==> config.mk <==
export PLATFORM = sky130hd
export DESIGN_NAME = cpu_instr_sequencer
export DESIGN_NICKNAME = d
export VERILOG_FILES = /design/src/rtl/cpu_instr_sequencer.sv
export SDC_FILE = /design/constraint.sdc
export NUM_CORES = 1
export LEC_CHECK = 0
export BUFFER_PORTS_ARGS = -buffer_cell sky130_fd_sc_hd__buf_2
export CORE_MARGIN = 1
export CORE_UTILIZATION = 54
export CTS_BUF_LIST = sky130_fd_sc_hd__clkbuf_8
export CTS_CLUSTER_SIZE = 30
export DETAILED_ROUTE_END_ITERATION = 8
export GPL_TIMING_DRIVEN = 0
export PLACE_DENSITY = 0.88
export SLEW_MARGIN = 5
export SYNTH_ARGS = -nofsm -noshare
export SYNTH_HDL_FRONTEND = slang
export SYNTH_SLANG_ARGS = --single-unit
export TNS_END_PERCENT = 10
==> constraint.sdc <==
create_clock -name clk -period 5.7 [get_ports clk]
set_input_delay 0.855 -clock clk [delete_from_list [all_inputs] [get_ports clk]]
set_output_delay 0.855 -clock clk [all_outputs]
set_load 0.01 [all_outputs]
==> src/rtl/cpu_instr_sequencer.sv <==
// cpu_instr_sequencer: fetches 16-bit instruction words from a synchronous
// memory and either loads an operand register (LOADA/LOADB/LOADC) or issues
// the opcode to the ALU over a valid/ready request with a done-pulse reply.
// ALU results land in reg_c and the ALU flags are latched on alu_done only.
//
// Build macro: CPU_STORE_EN -- when defined, WRITEBACK also stores the ALU
// result to memory at the instruction's operand address. When undefined,
// mem_wr_en and mem_wdata are held at 0.
module cpu_instr_sequencer #(
  parameter int DATA_WIDTH    = 16,
  parameter int ADDRESS_WIDTH = 12,
  parameter int OPCODE        = 4
) (
  input  logic                     clk,
  input  logic                     rst,
  input  logic                     start,
  input  logic [ADDRESS_WIDTH-1:0] prog_len,
  output logic                     busy,
  output logic                     done,
  output logic [ADDRESS_WIDTH-1:0] mem_addr,
  output logic                     mem_rd_en,
  input  logic [DATA_WIDTH-1:0]    mem_rdata,
  output logic                     mem_wr_en,
  output logic [DATA_WIDTH-1:0]    mem_wdata,
  output logic [OPCODE-1:0]        alu_op,
  output logic [DATA_WIDTH-1:0]    alu_a,
  output logic [DATA_WIDTH-1:0]    alu_b,
  output logic                     alu_valid,
  input  logic                     alu_ready,
  input  logic                     alu_done,
  input  logic [DATA_WIDTH-1:0]    alu_result,
  input  logic [4:0]               alu_flags,
  output logic [DATA_WIDTH-1:0]    reg_a,
  output logic [DATA_WIDTH-1:0]    reg_b,
  output logic [DATA_WIDTH-1:0]    reg_c,
  output logic [4:0]               flags,
  output logic [ADDRESS_WIDTH-1:0] pc
);

  typedef enum logic [3:0] {
    ALU_ADD   = 4'h0,
    ALU_SUB   = 4'h1,
    ALU_AND   = 4'h2,
    ALU_OR    = 4'h3,
    ALU_XOR   = 4'h4,
    ALU_NOT   = 4'h5,
    ALU_SHL   = 4'h6,
    ALU_SHR   = 4'h7,
    ALU_CMP   = 4'h8,
    ALU_INC   = 4'h9,
    ALU_DEC   = 4'hA,
    ALU_PASSA = 4'hB,
    ALU_PASSB = 4'hC,
    LOADA     = 4'hD,
    LOADB     = 4'hE,
    LOADC     = 4'hF
  } enum_alu_opcode_t;

  // Bit order on the 5-bit flag bus: {carry, zero, equal, larger, lower}.
  typedef struct packed {
    logic carry;
    logic zero;
    logic equal;
    logic larger;
    logic lower;
  } struct_alu_flag_t;

  typedef enum logic [2:0] {
    IDLE       = 3'd0,
    FETCH      = 3'd1,
    FETCH_WAIT = 3'd2,
    DECODE     = 3'd3,
    OPER_WAIT  = 3'd4,
    EXECUTE    = 3'd5,
    ALU_WAIT   = 3'd6,
    WRITEBACK  = 3'd7
  } state_t;

  state_t                   state_q, state_d;
  logic [ADDRESS_WIDTH-1:0] pc_q, pc_d;
  logic [ADDRESS_WIDTH-1:0] len_q, len_d;
  logic [DATA_WIDTH-1:0]    ir_q, ir_d;
  logic [DATA_WIDTH-1:0]    reg_a_q, reg_a_d;
  logic [DATA_WIDTH-1:0]    reg_b_q, reg_b_d;
  logic [DATA_WIDTH-1:0]    reg_c_q, reg_c_d;
  struct_alu_flag_t         flags_q, flags_d;
  logic                     done_q, done_d;

  enum_alu_opcode_t         opcode;
  logic [ADDRESS_WIDTH-1:0] operand;
  logic [ADDRESS_WIDTH-1:0] pc_inc;
  logic                     is_load;
  logic                     retire;

  assign opcode  = enum_alu_opcode_t'(ir_q[DATA_WIDTH-1 -: OPCODE]);
  assign operand = ir_q[ADDRESS_WIDTH-1:0];
  assign is_load = (opcode == LOADA) || (opcode == LOADB) || (opcode == LOADC);
  // pc wraps naturally at 2^ADDRESS_WIDTH.
  assign pc_inc  = pc_q + ADDRESS_WIDTH'(1);

  assign busy   = (state_q != IDLE);
  assign done   = done_q;
  assign pc     = pc_q;
  assign reg_a  = reg_a_q;
  assign reg_b  = reg_b_q;
  assign reg_c  = reg_c_q;
  assign flags  = flags_q;
  // The request fields come straight from registers that cannot change while
  // EXECUTE waits for alu_ready, so they stay stable through the handshake.
  assign alu_op = ir_q[DATA_WIDTH-1 -: OPCODE];
  assign alu_a  = reg_a_q;
  assign alu_b  = reg_b_q;

  // Next-state, datapath updates and Moore-style memory/ALU strobes.
  always_comb begin
    state_d   = state_q;
    pc_d      = pc_q;
    len_d     = len_q;
    ir_d      = ir_q;
    reg_a_d   = reg_a_q;
    reg_b_d   = reg_b_q;
    reg_c_d   = reg_c_q;
    flags_d   = flags_q;
    done_d    = 1'b0;
    retire    = 1'b0;
    mem_addr  = '0;
    mem_rd_en = 1'b0;
    mem_wr_en = 1'b0;
    mem_wdata = '0;
    alu_valid = 1'b0;

    case (state_q)
      IDLE: begin
        if (start) begin
          len_d = prog_len;
          pc_d  = '0;
          if (prog_len == '0) begin
            done_d = 1'b1;
          end else begin
            state_d = FETCH;
          end
        end
      end
      FETCH: begin
        mem_rd_en = 1'b1;
        mem_addr  = pc_q;
        state_d   = FETCH_WAIT;
      end
      FETCH_WAIT: begin
        ir_d    = mem_rdata;
        state_d = DECODE;
      end
      DECODE: begin
        if (is_load) begin
          mem_rd_en = 1'b1;
          mem_addr  = operand;
          state_d   = OPER_WAIT;
        end else begin
          state_d = EXECUTE;
        end
      end
      OPER_WAIT: begin
        case (opcode)
          LOADA:   reg_a_d = mem_rdata;
          LOADB:   reg_b_d = mem_rdata;
          default: reg_c_d = mem_rdata;
        endcase
        retire = 1'b1;
      end
      EXECUTE: begin
        alu_valid = 1'b1;
        if (alu_ready) begin
          state_d = ALU_WAIT;
        end
      end
      ALU_WAIT: begin
        if (alu_done) begin
          reg_c_d = alu_result;
          flags_d = struct_alu_flag_t'(alu_flags);
          state_d = WRITEBACK;
        end
      end
      WRITEBACK: begin
`ifdef CPU_STORE_EN
        // reg_c_q holds the result captured on alu_done.
        mem_wr_en = 1'b1;
        mem_addr  = operand;
        mem_wdata = reg_c_q;
`endif
        retire = 1'b1;
      end
      default: begin
        state_d = IDLE;
      end
    endcase

    if (retire) begin
      pc_d = pc_inc;
      if (pc_inc == len_q) begin
        state_d = IDLE;
        done_d  = 1'b1;
      end else begin
        state_d = FETCH;
      end
    end
  end

  // State and architectural registers; reset clears every visible output.
  always_ff @(posedge clk) begin
    if (rst) begin
      state_q <= IDLE;
      pc_q    <= '0;
      len_q   <= '0;
      ir_q    <= '0;
      reg_a_q <= '0;
      reg_b_q <= '0;
      reg_c_q <= '0;
      flags_q <= '0;
      done_q  <= 1'b0;
    end else begin
      state_q <= state_d;
      pc_q    <= pc_d;
      len_q   <= len_d;
      ir_q    <= ir_d;
      reg_a_q <= reg_a_d;
      reg_b_q <= reg_b_d;
      reg_c_q <= reg_c_d;
      flags_q <= flags_d;
      done_q  <= done_d;
    end
  end

endmodule

==> summary.md <==
| Metric | Value |
|---|---|
| Vias | 5016 |
| Overall Global Routing Usage | 30.9% |
| Average wire per standard cell | 15.3 µm |
| Quantity of gates resized following cts | 0 |
| Count of mapped cells out of synthesis | 609 |
| Post-synthesis register bit count | 97 |
| Post-Route Hold Slack | 0.475 ns |
| Number of antenna violations at the first check in global routing | 0 |
| Die Span X | 95.1 µm |
| Syn Area/Cell | 7.69 µm² |
| Deepest level of the CTS H-tree | 3 |
| Number of diodes | 0 |
| Row cnt | 33 |
| Buffer type at the clock tree root | sky130_fd_sc_hd__clkbuf_8 |
| Data required time at the worst endpoint | 4.85 ns |
| Cell leakage power | 2.81 nW |
| Nets@finish | 860 |
| Fraction of final layout cells with drive strength greater than 1 | 30.9% |
| Iteration-0 DRC Markers | 299 |
| Setup repair after global routing missed its margin | false |
| Routed wire length | 14000 µm |
| Setup Crit Path Kind | register to primary output |
| Areal power density over the cells | 234 mW/mm² |
| Worst-Margin Slew | 0.653 ns |
| Critical Path AT | 2.32 ns |
| Final Slew Violations | 0 |
| Element type at the critical path start | register |
| Height of the die | 95.1 µm |
| Worst Min Path Start | ir_q[2] |
| Slew Limit Headroom | 56.5% |
| Core box area | 0.00830 mm² |
| Final RePlAce weighted congestion | 0.891 |
| IO Count | 188 |
| Cells taking the most area after synthesis | sky130_fd_sc_hd__dfxtp_1 (41%), sky130_fd_sc_hd__nand2_1 (12%), sky130_fd_sc_hd__buf_4 (8.8%) |
| Congestion Overflow GR | 0 |
| CTS clock-pin slew for the worst setup and hold paths | 0.11 ns |
| Largest voltage drop on the vdd net | 0.156 mV |
| Outcome | finished clean |
| Cell area after technology mapping | 0.00468 mm² |
| Maximum number of buffers from clock root to sink | 2 |
| Final critical-path share of the clock period | 55.7% |
| Max Clk Rate | 315 MHz |
| Via density | 5.48 |
| Count of nets left with antenna violations after detail routing | 0 |
| Signed area change from the synthesized netlist to the final layout | 26.7% |
| Total power | 0.00139 W |
| Inserted Clock Buffers | 9 |
| Clock latency on the worst-skew pair | 0.37 ns |
| Sort of element at the end of the critical path | primary output |
| Launching point of the worst reg2reg path | pc[0] |
| Vias in the first global route | 4424 |
| Netlist cell types | 45 |
| Worst hold path type | register to register |
| Buffers inserted during post-CTS setup optimization | 0 |
| Hold buffers post-CTS | 0 |
| Warnings from Yosys | 0 |
| Die Outline Area | 0.00904 mm² |
| Placed wire-length estimate | 10600 µm |
| Final total negative setup slack | 0 ns |
| Number of hold violations in the final report | 0 |
| Share of the synthesized area in the top cell type | 41.5% |
| First-pass GRT wire length | 21500 µm |
| Initial core utilization | 56.4% |
| Post-synthesis sequential area ratio | 41.5% |
| Setup crit start | state_q[2] |
| Minimum period implied by the final worst setup slack | 3.18 ns |
| Cell accounting for the most synthesized area | sky130_fd_sc_hd__dfxtp_1 |
| Number of search-and-repair iterations in the first detailed-routing pass | 5 |
| Final cell utilization of the core | 71.4% |
| Worst setup skew after layout | 0.0105 ns |
| Pin count of the biggest net entering global routing | 21 |
| TritonCTS clock tree | done |
| Number of max-capacitance violations reported | 0 |
| Largest fanout on the critical path | 10 |
| Sinks on Clock Net | 97 |
| Setup violation total in the final timing report | 0 |
| Detailed-route DRC error count | 0 |
| Number of input and output port buffers inserted | 169 |
-- cell usage after synthesis (all sizes together) --
library cell  count
and3b             3
and4b             1
conb              1
a21oi            76
xnor2             7
a22oi             1
ha                1
a21o              1
nor3b             1
a211oi            1
inv               4
nand3b            7
and3              4
xor2              7
a311oi           17
o21ai            13
nand3            24
o311a             1
and4              6
a22o             12
mux2i             5
nand2b            4
nor3              8
o32ai             1
nand2           151
and2              3
nand4b            1
a32oi             1
o211a             1
nor2b             2
a2111oi           1
buf              64
o21bai            1
nor4              5
or3               1
o2111ai           1
dfxtp            97
nor2             44
clkbuf           30
-- final cells by class --
type | count | area, µm²
tap | 105 | 131
clock inverter | 7 | 87.6
inverter | 4 | 15.0
clock buffer | 9 | 124
buffer | 94 | 568
timing repair buffer | 169 | 846
multi-input combinational | 430 | 2220
sequential | 97 | 1940
fill | 671 | 2370
-- power breakdown --
| group | leakage [nW] | switching, W | internal [W] |
|---|---|---|---|
| Sequential | 0.785 | 0.0000234 | 0.000703 |
| Clock | 0.102 | 0.000280 | 0.000177 |
| Combinational | 1.93 | 0.000129 | 0.0000747 |
| Total | 2.81 | 0.000433 | 0.000954 |
-- through the flow --
step                      setup WS, ns  cell area (µm²)  cells
after floorplan                   3.39             4740    625
after global placement            2.97             5720    899
after detailed placement          2.97             5720    899
after CTS                         2.55             5930    915
after global routing              2.34             5930    915
final                             2.52             5930    915
-- routing by layer --
metal  global-route usage [%]  vias up  wire, µm
met2                     53.6      265      7060
met5                        0        -         0
met1                     36.9     2337      5440
li1                         -     2390         -
met4                     8.84        0       241
met3                     8.77       24      1290
-- sequential cells by signal, indices dropped and copies added (netlist names) --
| name | count |
|---|---|
| flags | 5 |
| ir_q | 16 |
| pc | 12 |
| alu_b | 16 |
| done | 1 |
| alu_a | 16 |
| len_q | 12 |
| state_q | 3 |
| reg_c | 16 |
-- path summary, 6_finish.rpt --
kind / cells after the start / to / slack [ns]
setup / recovery: 8 / mem_addr[1] / 2.52
setup reg to reg: 7 / state_q[0] / 3.24
hold reg to reg: 2 / ir_q[2] / 0.47
hold / removal: 2 / ir_q[2] / 0.47
-- layout by cell type (no fill, tap or decap), drive strengths merged, types with 2 or more instances in the layout --
cell type / instances
buf: 233
nand2: 151
dfxtp: 97
a21oi: 76
nor2: 44
clkbuf: 39
nand3: 24
a311oi: 17
conb: 17
o21ai: 13
a22o: 12
nor3: 8
nand3b: 7
xnor2: 7
xor2: 7
and4: 6
inv: 6
nor4: 5
mux2i: 5
nand2b: 4
and3: 4
clkinv: 4
and3b: 3
and2: 3
nor2b: 2
-- kinds of logic after synthesis --
group                    after synthesis  share of synthesized area (%)
multiplexers                           5                           1.07
flip-flops                            97                           41.5
other                                  1                         0.0801
adder cells (fa/ha/maj)                1                          0.267
buffers and inverters                 98                           12.5
AO/OA/AOI/OAI                        128                           16.8
XOR/XNOR                              14                           2.62
AND/OR/NAND/NOR                      265                           25.3
-- critical path, stage by stage, from the launching register on --
cell	delay, ns
sky130_fd_sc_hd__dfxtp_1	0.31
sky130_fd_sc_hd__buf_2	0.15
sky130_fd_sc_hd__inv_1	0.16
sky130_fd_sc_hd__and4_1	0.21
sky130_fd_sc_hd__o21ai_0	0.15
sky130_fd_sc_hd__nor2_1	0.24
sky130_fd_sc_hd__clkbuf_1	0.37
sky130_fd_sc_hd__a22o_1	0.23
sky130_fd_sc_hd__buf_2	0.14
No activity file was read; power rests on OpenSTA's default activity.
